### config.mk
export PLATFORM = sky130hd
export DESIGN_NAME = tape_rec
export DESIGN_NICKNAME = d
export VERILOG_FILES = /design/src/rtl/tape_pkg.sv /design/src/rtl/tape_period.sv /design/src/rtl/tape_rec.sv
export SDC_FILE = /design/constraint.sdc
export NUM_CORES = 1
export LEC_CHECK = 0
export BUFFER_PORTS_ARGS = -buffer_cell sky130_fd_sc_hd__buf_2
export CORE_MARGIN = 1
export CORE_UTILIZATION = 60
export DETAILED_ROUTE_END_ITERATION = 8
export PLACE_DENSITY = 0.9
export SLEW_MARGIN = 25
export SYNTH_ARGS = -nofsm -noshare
export SYNTH_HDL_FRONTEND = slang
export SYNTH_HIERARCHICAL = 1
export SYNTH_SLANG_ARGS = --single-unit
### constraint.sdc
create_clock -name clk -period 2.95 [get_ports clk]
set_clock_uncertainty 0.05 [all_clocks]
set_input_delay 0 -clock clk [delete_from_list [all_inputs] [get_ports clk]]
set_output_delay 0 -clock clk [all_outputs]
set_load 0.01 [all_outputs]
### src/rtl/tape_pkg.sv
// Shared types and default constants for the cassette tape recorder.
package tape_pkg;

  typedef enum logic [1:0] {
    ST_IDLE = 2'd0,
    ST_HUNT = 2'd1,
    ST_DATA = 2'd2,
    ST_STOP = 2'd3
  } tape_state_e;

  localparam int SHORT_MAX_DEF  = 16;
  localparam int TIMEOUT_DEF    = 255;
  localparam int MIN_PERIOD_DEF = 3;

  // Increment an 8-bit tick count, sticking at 255.
  function automatic logic [7:0] sat_inc8(input logic [7:0] v);
    if (v == 8'hFF) begin
      return 8'hFF;
    end else begin
      return v + 8'd1;
    end
  endfunction

  // Clamp an integer tick constant into the 8-bit period range.
  function automatic logic [7:0] to_ticks(input int v);
    if (v > 255) begin
      return 8'hFF;
    end else if (v < 0) begin
      return 8'h00;
    end else begin
      return 8'(v);
    end
  endfunction

endpackage

### src/rtl/tape_period.sv
// Input synchroniser, rising-edge detector and period counter.
// Optional macro TAPE_REC_GLITCH_EN: edges closer than MIN_PERIOD ticks
// to the last accepted edge are ignored and do not restart the count.
module tape_period
  import tape_pkg::*;
#(
  parameter int TIMEOUT    = TIMEOUT_DEF,
  parameter int MIN_PERIOD = MIN_PERIOD_DEF
) (
  input  logic       clk,
  input  logic       reset_n,
  input  logic       ce,
  input  logic       din,
  input  logic       clr,
  output logic [7:0] period,
  output logic       valid,
  output logic       stale
);

  localparam logic [7:0] TIMEOUT_T = to_ticks(TIMEOUT);
  localparam logic [7:0] MIN_T     = to_ticks(MIN_PERIOD);
`ifdef TAPE_REC_GLITCH_EN
  localparam logic GLITCH_EN = 1'b1;
`else
  localparam logic GLITCH_EN = 1'b0;
`endif

  logic       sync1_r, sync2_r, samp_r;
  logic [7:0] cnt_r, cnt_inc_s, period_r;
  logic       valid_r, stale_r;
  logic       edge_s, accept_s;

  // Edge qualification: a rising edge seen on a tick, filtered by the glitch floor.
  always_comb begin
    cnt_inc_s = sat_inc8(cnt_r);
    edge_s    = ce & sync2_r & ~samp_r;
    accept_s  = edge_s & (~GLITCH_EN | (cnt_inc_s >= MIN_T));
  end

  // Two-flop synchroniser plus the tick-rate sample used for edge detection.
  always_ff @(posedge clk or negedge reset_n) begin
    if (!reset_n) begin
      sync1_r <= 1'b0;
      sync2_r <= 1'b0;
      samp_r  <= 1'b0;
    end else begin
      sync1_r <= din;
      sync2_r <= sync1_r;
      if (ce) begin
        samp_r <= sync2_r;
      end
    end
  end

  // Saturating tick counter, restarted by every accepted edge.
  always_ff @(posedge clk or negedge reset_n) begin
    if (!reset_n) begin
      cnt_r <= 8'd0;
    end else if (clr || accept_s) begin
      cnt_r <= 8'd0;
    end else if (ce) begin
      cnt_r <= cnt_inc_s;
    end
  end

  // Registered period/valid strobe and the no-edge timeout strobe.
  always_ff @(posedge clk or negedge reset_n) begin
    if (!reset_n) begin
      period_r <= 8'd0;
      valid_r  <= 1'b0;
      stale_r  <= 1'b0;
    end else begin
      valid_r <= accept_s & ~clr;
      stale_r <= ce & ~accept_s & ~clr & (cnt_inc_s >= TIMEOUT_T);
      if (accept_s) begin
        period_r <= cnt_inc_s;
      end
    end
  end

  assign period = period_r;
  assign valid  = valid_r;
  assign stale  = stale_r;

endmodule

### src/rtl/tape_rec.sv
// Cassette tape recorder: decodes pulse-width bits into framed bytes and
// emits them as a write stream. Optional macro TAPE_REC_GLITCH_EN enables
// the short-period glitch filter in tape_period.
module tape_rec
  import tape_pkg::*;
#(
  parameter int SHORT_MAX  = SHORT_MAX_DEF,
  parameter int TIMEOUT    = TIMEOUT_DEF,
  parameter int MIN_PERIOD = MIN_PERIOD_DEF
) (
  input  logic        clk,
  input  logic        reset_n,
  input  logic        ce_rec,
  input  logic        arm,
  input  logic        in,
  output logic        wr,
  output logic [15:0] addr,
  output logic [7:0]  data,
  output logic [15:0] length,
  output logic        busy,
  output logic        done,
  output logic        err
);

  localparam logic [7:0] SHORT_T = to_ticks(SHORT_MAX);

  tape_state_e state_r, state_nxt_s;
  logic [7:0]  period_s, shift_r, data_r;
  logic [15:0] addr_r, len_r;
  logic [2:0]  bcnt_r;
  logic        valid_s, stale_s, clr_s;
  logic        arm_r, first_r, stop1_r, full_r;
  logic        wr_r, done_r, busy_r, err_r;
  logic        bit_s, bit_ev_s, arm_rise_s, len_nz_s;
  logic        wr_ev_s, err_ev_s, done_ev_s, clr_ev_s, start_ev_s, shift_ev_s, stop1_ev_s;

  assign clr_s = (state_r == ST_IDLE);

  tape_period #(.TIMEOUT(TIMEOUT), .MIN_PERIOD(MIN_PERIOD)) u_period (
    .clk     (clk),
    .reset_n (reset_n),
    .ce      (ce_rec),
    .din     (in),
    .clr     (clr_s),
    .period  (period_s),
    .valid   (valid_s),
    .stale   (stale_s)
  );

  // Bit decode and next-state/action selection; dropping arm overrides everything.
  always_comb begin
    bit_s       = (period_s <= SHORT_T);
    bit_ev_s    = valid_s & ~first_r;
    arm_rise_s  = arm & ~arm_r;
    len_nz_s    = (len_r != 16'h0000);
    state_nxt_s = state_r;
    wr_ev_s     = 1'b0;
    err_ev_s    = 1'b0;
    done_ev_s   = 1'b0;
    clr_ev_s    = 1'b0;
    start_ev_s  = 1'b0;
    shift_ev_s  = 1'b0;
    stop1_ev_s  = 1'b0;
    if (!arm) begin
      state_nxt_s = ST_IDLE;
      done_ev_s   = (state_r != ST_IDLE) && len_nz_s;
    end else if ((state_r != ST_IDLE) && stale_s) begin
      state_nxt_s = ST_IDLE;
      done_ev_s   = len_nz_s;
    end else begin
      case (state_r)
        ST_IDLE: begin
          if (arm_rise_s) begin
            state_nxt_s = ST_HUNT;
            clr_ev_s    = 1'b1;
          end else begin
            state_nxt_s = ST_IDLE;
          end
        end
        ST_HUNT: begin
          if (bit_ev_s && !bit_s) begin
            state_nxt_s = ST_DATA;
            start_ev_s  = 1'b1;
          end else begin
            state_nxt_s = ST_HUNT;
          end
        end
        ST_DATA: begin
          if (bit_ev_s) begin
            shift_ev_s  = 1'b1;
            state_nxt_s = (bcnt_r == 3'd7) ? ST_STOP : ST_DATA;
          end else begin
            state_nxt_s = ST_DATA;
          end
        end
        ST_STOP: begin
          if (bit_ev_s && bit_s && stop1_r) begin
            wr_ev_s     = 1'b1;
            state_nxt_s = ST_HUNT;
          end else if (bit_ev_s && bit_s) begin
            stop1_ev_s  = 1'b1;
          end else if (bit_ev_s) begin
            err_ev_s    = 1'b1;
            start_ev_s  = 1'b1;
            state_nxt_s = ST_DATA;
          end else begin
            state_nxt_s = ST_STOP;
          end
        end
        default: begin
          state_nxt_s = ST_IDLE;
        end
      endcase
    end
  end

  // State register.
  always_ff @(posedge clk or negedge reset_n) begin
    if (!reset_n) begin
      state_r <= ST_IDLE;
    end else begin
      state_r <= state_nxt_s;
    end
  end

  // Arm history and the "first edge after arm carries no bit" flag.
  always_ff @(posedge clk or negedge reset_n) begin
    if (!reset_n) begin
      arm_r   <= 1'b0;
      first_r <= 1'b0;
    end else begin
      arm_r <= arm;
      if (clr_ev_s) begin
        first_r <= 1'b1;
      end else if (valid_s) begin
        first_r <= 1'b0;
      end
    end
  end

  // Byte assembly: LSB-first shift register, bit count and first-stop flag.
  always_ff @(posedge clk or negedge reset_n) begin
    if (!reset_n) begin
      shift_r <= 8'd0;
      bcnt_r  <= 3'd0;
      stop1_r <= 1'b0;
    end else if (start_ev_s) begin
      shift_r <= 8'd0;
      bcnt_r  <= 3'd0;
      stop1_r <= 1'b0;
    end else if (shift_ev_s) begin
      shift_r <= {bit_s, shift_r[7:1]};
      bcnt_r  <= bcnt_r + 3'd1;
    end else if (stop1_ev_s) begin
      stop1_r <= 1'b1;
    end
  end

  // Registered strobes and status; data only changes on a real write.
  always_ff @(posedge clk or negedge reset_n) begin
    if (!reset_n) begin
      wr_r   <= 1'b0;
      data_r <= 8'd0;
      done_r <= 1'b0;
      busy_r <= 1'b0;
      err_r  <= 1'b0;
    end else begin
      wr_r   <= wr_ev_s & ~full_r;
      done_r <= done_ev_s;
      busy_r <= (state_nxt_s == ST_DATA) || (state_nxt_s == ST_STOP);
      if (wr_ev_s && !full_r) begin
        data_r <= shift_r;
      end
      if (clr_ev_s) begin
        err_r <= 1'b0;
      end else if (err_ev_s) begin
        err_r <= 1'b1;
      end
    end
  end

  // Address/length advance the cycle after each strobe so addr names the byte being written.
  always_ff @(posedge clk or negedge reset_n) begin
    if (!reset_n) begin
      addr_r <= 16'h0000;
      len_r  <= 16'h0000;
      full_r <= 1'b0;
    end else if (clr_ev_s) begin
      addr_r <= 16'h0000;
      len_r  <= 16'h0000;
      full_r <= 1'b0;
    end else if (wr_r) begin
      if (addr_r == 16'hFFFF) begin
        full_r <= 1'b1;
        len_r  <= 16'hFFFF;
      end else begin
        addr_r <= addr_r + 16'd1;
        len_r  <= len_r + 16'd1;
      end
    end
  end

  assign wr     = wr_r;
  assign addr   = addr_r;
  assign data   = data_r;
  assign length = len_r;
  assign busy   = busy_r;
  assign done   = done_r;
  assign err    = err_r;

endmodule

# Word-level counts from Yosys, hierarchy flattened
# Cells that the tools add are included.
# totals
regBits	82
in_bits	5
out_inout_bits	44
wordCells	136
# op_classes
n_addsub	4
n_lt_le_gt_ge	2
eq_ne	10
n_mux	61
bitwise_logic	15
reduce_logical	23
# op_table
cell	n
$mux W16	6
$mux W1	41
$mux W8	5
$add A16 B1 Y16 const B	2
$eq A16 B16 Y1 const B	1
$reduce_bool A16 Y1	1
$reduce_bool A2 Y1	8
$mux W2	5
$and A1 B1 Y1	9
$add A8 B1 Y8 const B	1
$eq A2 B2 Y1 const B	4
$eq A8 B8 Y1 const B	1
$ge A8 B8 Y1 const B	1
$le A8 B5 Y1 const B	1
$pmux W2 S4	1
$logic_and A1 B1 Y1	6
$mux W3	2
$not A1 Y1	6
$reduce_and A2 Y1	3
$ne A2 B2 Y1 const B	2
$add A3 B1 Y3 const B	1
$eq A3 B3 Y1 const B	1
$eq A2 B1 Y1 const B	1
$logic_not A1 Y1	2
3 further kinds	4

# Logic depth before layout (Yosys ltp)
# depth
depth_word	11
depth_mapped	7
depth_no_buf	6

# Modules after synthesis
# The synthesis kept the hierarchy.
# by_module_without_submodules
mod	n_inst	cells_per_inst	area_each_um2	seq_area_each_um2
tape_rec	1	285	2930.3	1526.5
tape_period	1	104	1019.7	525.5

# Worst setup path before layout
# No wires, ideal clock.
# synth_path
kind	register -> register
from	register addr_r[0] (netlist: addr[0])
to	register len_r[3] (netlist: length[3])
setup_ns	0.099
arrival_ns	1.771
required_ns	2.801
slack_ns	1.029
path_stages_with_launch	8
path_buffers	1
synth_period_minus_slack_ns	1.921
cell_sequence	dfrtp_1 > ha_1 > nand4_1 > or4_4 > buf_6 > a21oi_1 > nor2_1 > a311oi_1
# synth_via
elab_chain_cells	4
# synth_rtl
element	line	text
start, declared	tape_rec.sv:29	logic [15:0] addr_r, len_r;
start signal, assigned	tape_rec.sv:197	addr_r <= addr_r + 16'd1;
$eq A16 B16 Y1	tape_rec.sv:193	if (addr_r == 16'hFFFF) begin
$mux W16	tape_rec.sv:193	
$mux W16	tape_rec.sv:192	end else if (wr_r) begin
$mux W16	tape_rec.sv:188	end else if (clr_ev_s) begin
end signal, assigned	tape_rec.sv:198	len_r <= len_r + 16'd1;
end, declared	tape_rec.sv:29	
# No other way between the ends. The select of a mux whose other input is x is not followed.
# A chain may end at the register's enable or synchronous reset.

# Final worst setup path
# layout_path
from	register addr_r[1] (netlist: addr[1])
to	register len_r[15] (netlist: length[15])
# Same word-level chain as after synthesis.

==> out/qor.yml <==
power:
  combPwrFrac: 0.041
  p_clk_frac: 0.406
  leakagePower_uw: 0.00207
  p_int_uw: 1580
  power_density_nw_per_um2: 461
  swShare: 0.239
  p_sw_uw: 499
  seq_power_share: 0.553
  ir_drop_v: 0.000386
job:
  maxCapViolCount: 0
synthesis:
  synth_cell_types: 58
  yosys.area.top_type: "dfrtp_1"
  ys_async_sr_fraction: 1.00
  syn-num-nets: 400
  syn_area_um2: 3950
  ys_top_cells_by_area: "dfrtp_1 52%, mux2_2 3.7%, a21oi_1 3.7%, nor2_1 3.5%, nand2_1 2.9%"
  synth-edff-count: 0
  synthFlopType: "dfrtp_1"
  synth_top_area_share: 0.519
  ys_seq_elements: 82
  syn_area_per_cell_um2: 10.2
  ys_seq_area_frac: 0.519
  synthCells: 389
  yosysWarnings: 6
worst_setup_path:
  crit_family: "simple AND/OR/NAND/NOR gates"
  crit_type: "flop to flop"
  required_ns: 3.16
  critPathArrivalTime_ns: 2.48
  critical_path_buf_inv_count: 0
  cp-start-kind: "flop"
  crit_path_end_kind: "flop"
  critPathMaxFanout: 14
  path_cells: "ha_1, nand4_1, or4_4, nand2_1, nor3_1, a211oi_1"
  cpPeakStageDelay_ns: 0.54
  cp_slowest_cell: "or4_4"
die:
  core_um2: 6350
  num_rows: 29
  initial_core_util: 0.622
  die_y_um: 83.1
  dieArea_um2: 6910
  die_w_um: 83.1
  io_pins: 49
clocking:
  clkSinkCount: 82
  cts_root_buffer: "clkbuf_8"
  insertion_delay_ns: 0.36
  cts_inserted_buffers: 9
  cts_resized: 0
  clock_path_buffers: 2
  post-cts-setup-buffers: 0
  cts-htree-levels: 3
  cts_tree: "done"
  cts.reportedPaths.clkPinSlew_ns: 0.09
grt:
  grtUsageTotal: 0.275
  grt_max_degree: 83
  grt-ovfl-total: 0
  antenna_found_initial: 0
  grt_pass1_vias: 3210
  grt_pass1_wl_um: 15100
place:
  dp_hpwl_um: 6110
  portBuffers: 48
  place_area_um2: 4270
  gp_congestion: 0.925
  place_ws_ns: 0.732
finish:
  fin_area_um2: 4520
  layout_commonest_cell: "dfrtp_1"
  final_net_count: 455
  diodes: 0
  layout_common_cells: "82 x dfrtp_1, 47 x buf_2, 37 x nor2_1, 31 x nand2_1, 29 x a21oi_1"
  area_delta_synth_final_pct: 14.3
  drive_gt1_frac: 0.212
  final_util: 0.711
timing:
  drv_slew: 0
  whs_ns: 0.195
  slew_headroom: 0.523
  finalHoldViolations: 0
  fin_crit_sh: 0.766
  setup_viol: 0
  min_period_ns: 2.26
  finalSetupTns_ns: 0
  setup_ws_ns: 0.689
  worstMarginPinSlew_ns: 0.715
  grt_setup_unrepaired: "false"
  max_freq_ghz: 0.442
drt:
  wl_um: 8880
  routed_via_density: 6.33
  avgRoutedWirePerCell_um: 16.9
  dr.pass1.iters: 5
  drt_iter0_markers: 210
  drc: 0
  vias: 3327
  ant_nets: 0
outcome:
  status: "finished clean"
min_path:
  min_path_type: "input pin to asynchronous set/reset pin"
==> metal layers <==
metal	GRT usage	share of wire	up-vias	wire, um
li1	-	-	1545	-
met1	0.356	0.43	1595	3830
met2	0.437	0.48	156	4240
met3	0.0507	0.062	31	551
met4	0.157	0.029	0	255
met5	0	0	-	0
==> cells in the mapped netlist (2+ instances only) <==
library cell and instances:
and3_1 6, or4_1 2, nand3b_1 3, xor2_1 7, a31oi_1 2, inv_1 12, and2_1 3, a32o_1 2
ha_1 6, and4_1 3, nor2_2 2, nor4_1 2, a22o_1 10, o31ai_1 3, nor2b_1 4, nand2_1 31
mux2_2 13, a21oi_1 29, a211oi_1 5, nand4_1 11, o21a_1 3, o21ai_1 5, nor3_1 19, nor2_1 37
a311oi_1 5, and3_2 2, nand3_1 16, dfrtp_1 82, buf_2 2, xnor2_1 5, clkbuf_1 8, o21ai_0 23
==> state kept, by name, summed over array words and instances (netlist names), 2 cells and up <==
register	count
length	16
shift_r	8
bcnt_r	3
addr	16
state_r	2
u_period/period	8
data	8
u_period/cnt_r	8
==> layout make-up <==
class,instances,area (um^2)
clock inverters,5,62.6
flip-flops and latches,82,2050
multi-input cells,283,1800
inverters,12,45.0
fillers,436,1830
clock buffers,11,141
well taps,77,96.3
repair buffers,56,317
==> worst paths after layout <==
kind                             startpoint  cells past startpoint  slack (ns)          endpoint
max reg2reg                         addr[1]                      6        0.69        length[15]
min                                 reset_n                      2        0.20          addr[15]
min reg2reg                u_period/sync1_r                      0        0.32  u_period/sync2_r
min in group clk                         in                      2        0.23  u_period/sync1_r
max in group asynchronous           reset_n                      2        2.18           data[2]
max                                 addr[1]                      6        0.69        length[15]
==> what timing repair did <==
| action | 4_1_cts | 5_1_grt |
|---|---|---|
| hold buffers | 4 | 0 |
| hold endpoints to repair | 89 | 0 |
| endpoints found under the setup margin | 0 | 0 |
==> through the flow <==
step	cells	power, uW
floorplan	389	1210
detailed placement	506	1260
global route	526	2150
finish	526	2080
global placement	506	1250
CTS	526	2080
==> power by group through the flow <==
stage / registers, uW / clock network [uW] / logic [uW]
global placement: 1170 / 0 / 78.0
CTS: 1150 / 844 / 86.2
floorplan: 1170 / 0 / 41.3
finish: 1150 / 845 / 86.2
global route: 1150 / 901 / 96.9
detailed placement: 1170 / 0 / 82.1
==> logic make-up after synthesis <==
| group | synth area share |
|---|---|
| AND/OR/NAND/NOR | 0.203 |
| flip-flops | 0.519 |
| AO/OA/AOI/OAI | 0.166 |
| XOR/XNOR | 0.0266 |
| buffers and inverters | 0.0263 |
| adder cells (fa/ha/maj) | 0.0190 |
| multiplexers | 0.0396 |
==> worst register-to-register path: stages, from the launching register on <==
cell and delay (ns):
dfrtp_1 0.42, ha_1 0.28, nand4_1 0.14, or4_4 0.54, nand2_1 0.35, nor3_1 0.11
a211oi_1 0.28
Power figures use the tool's default switching activity.
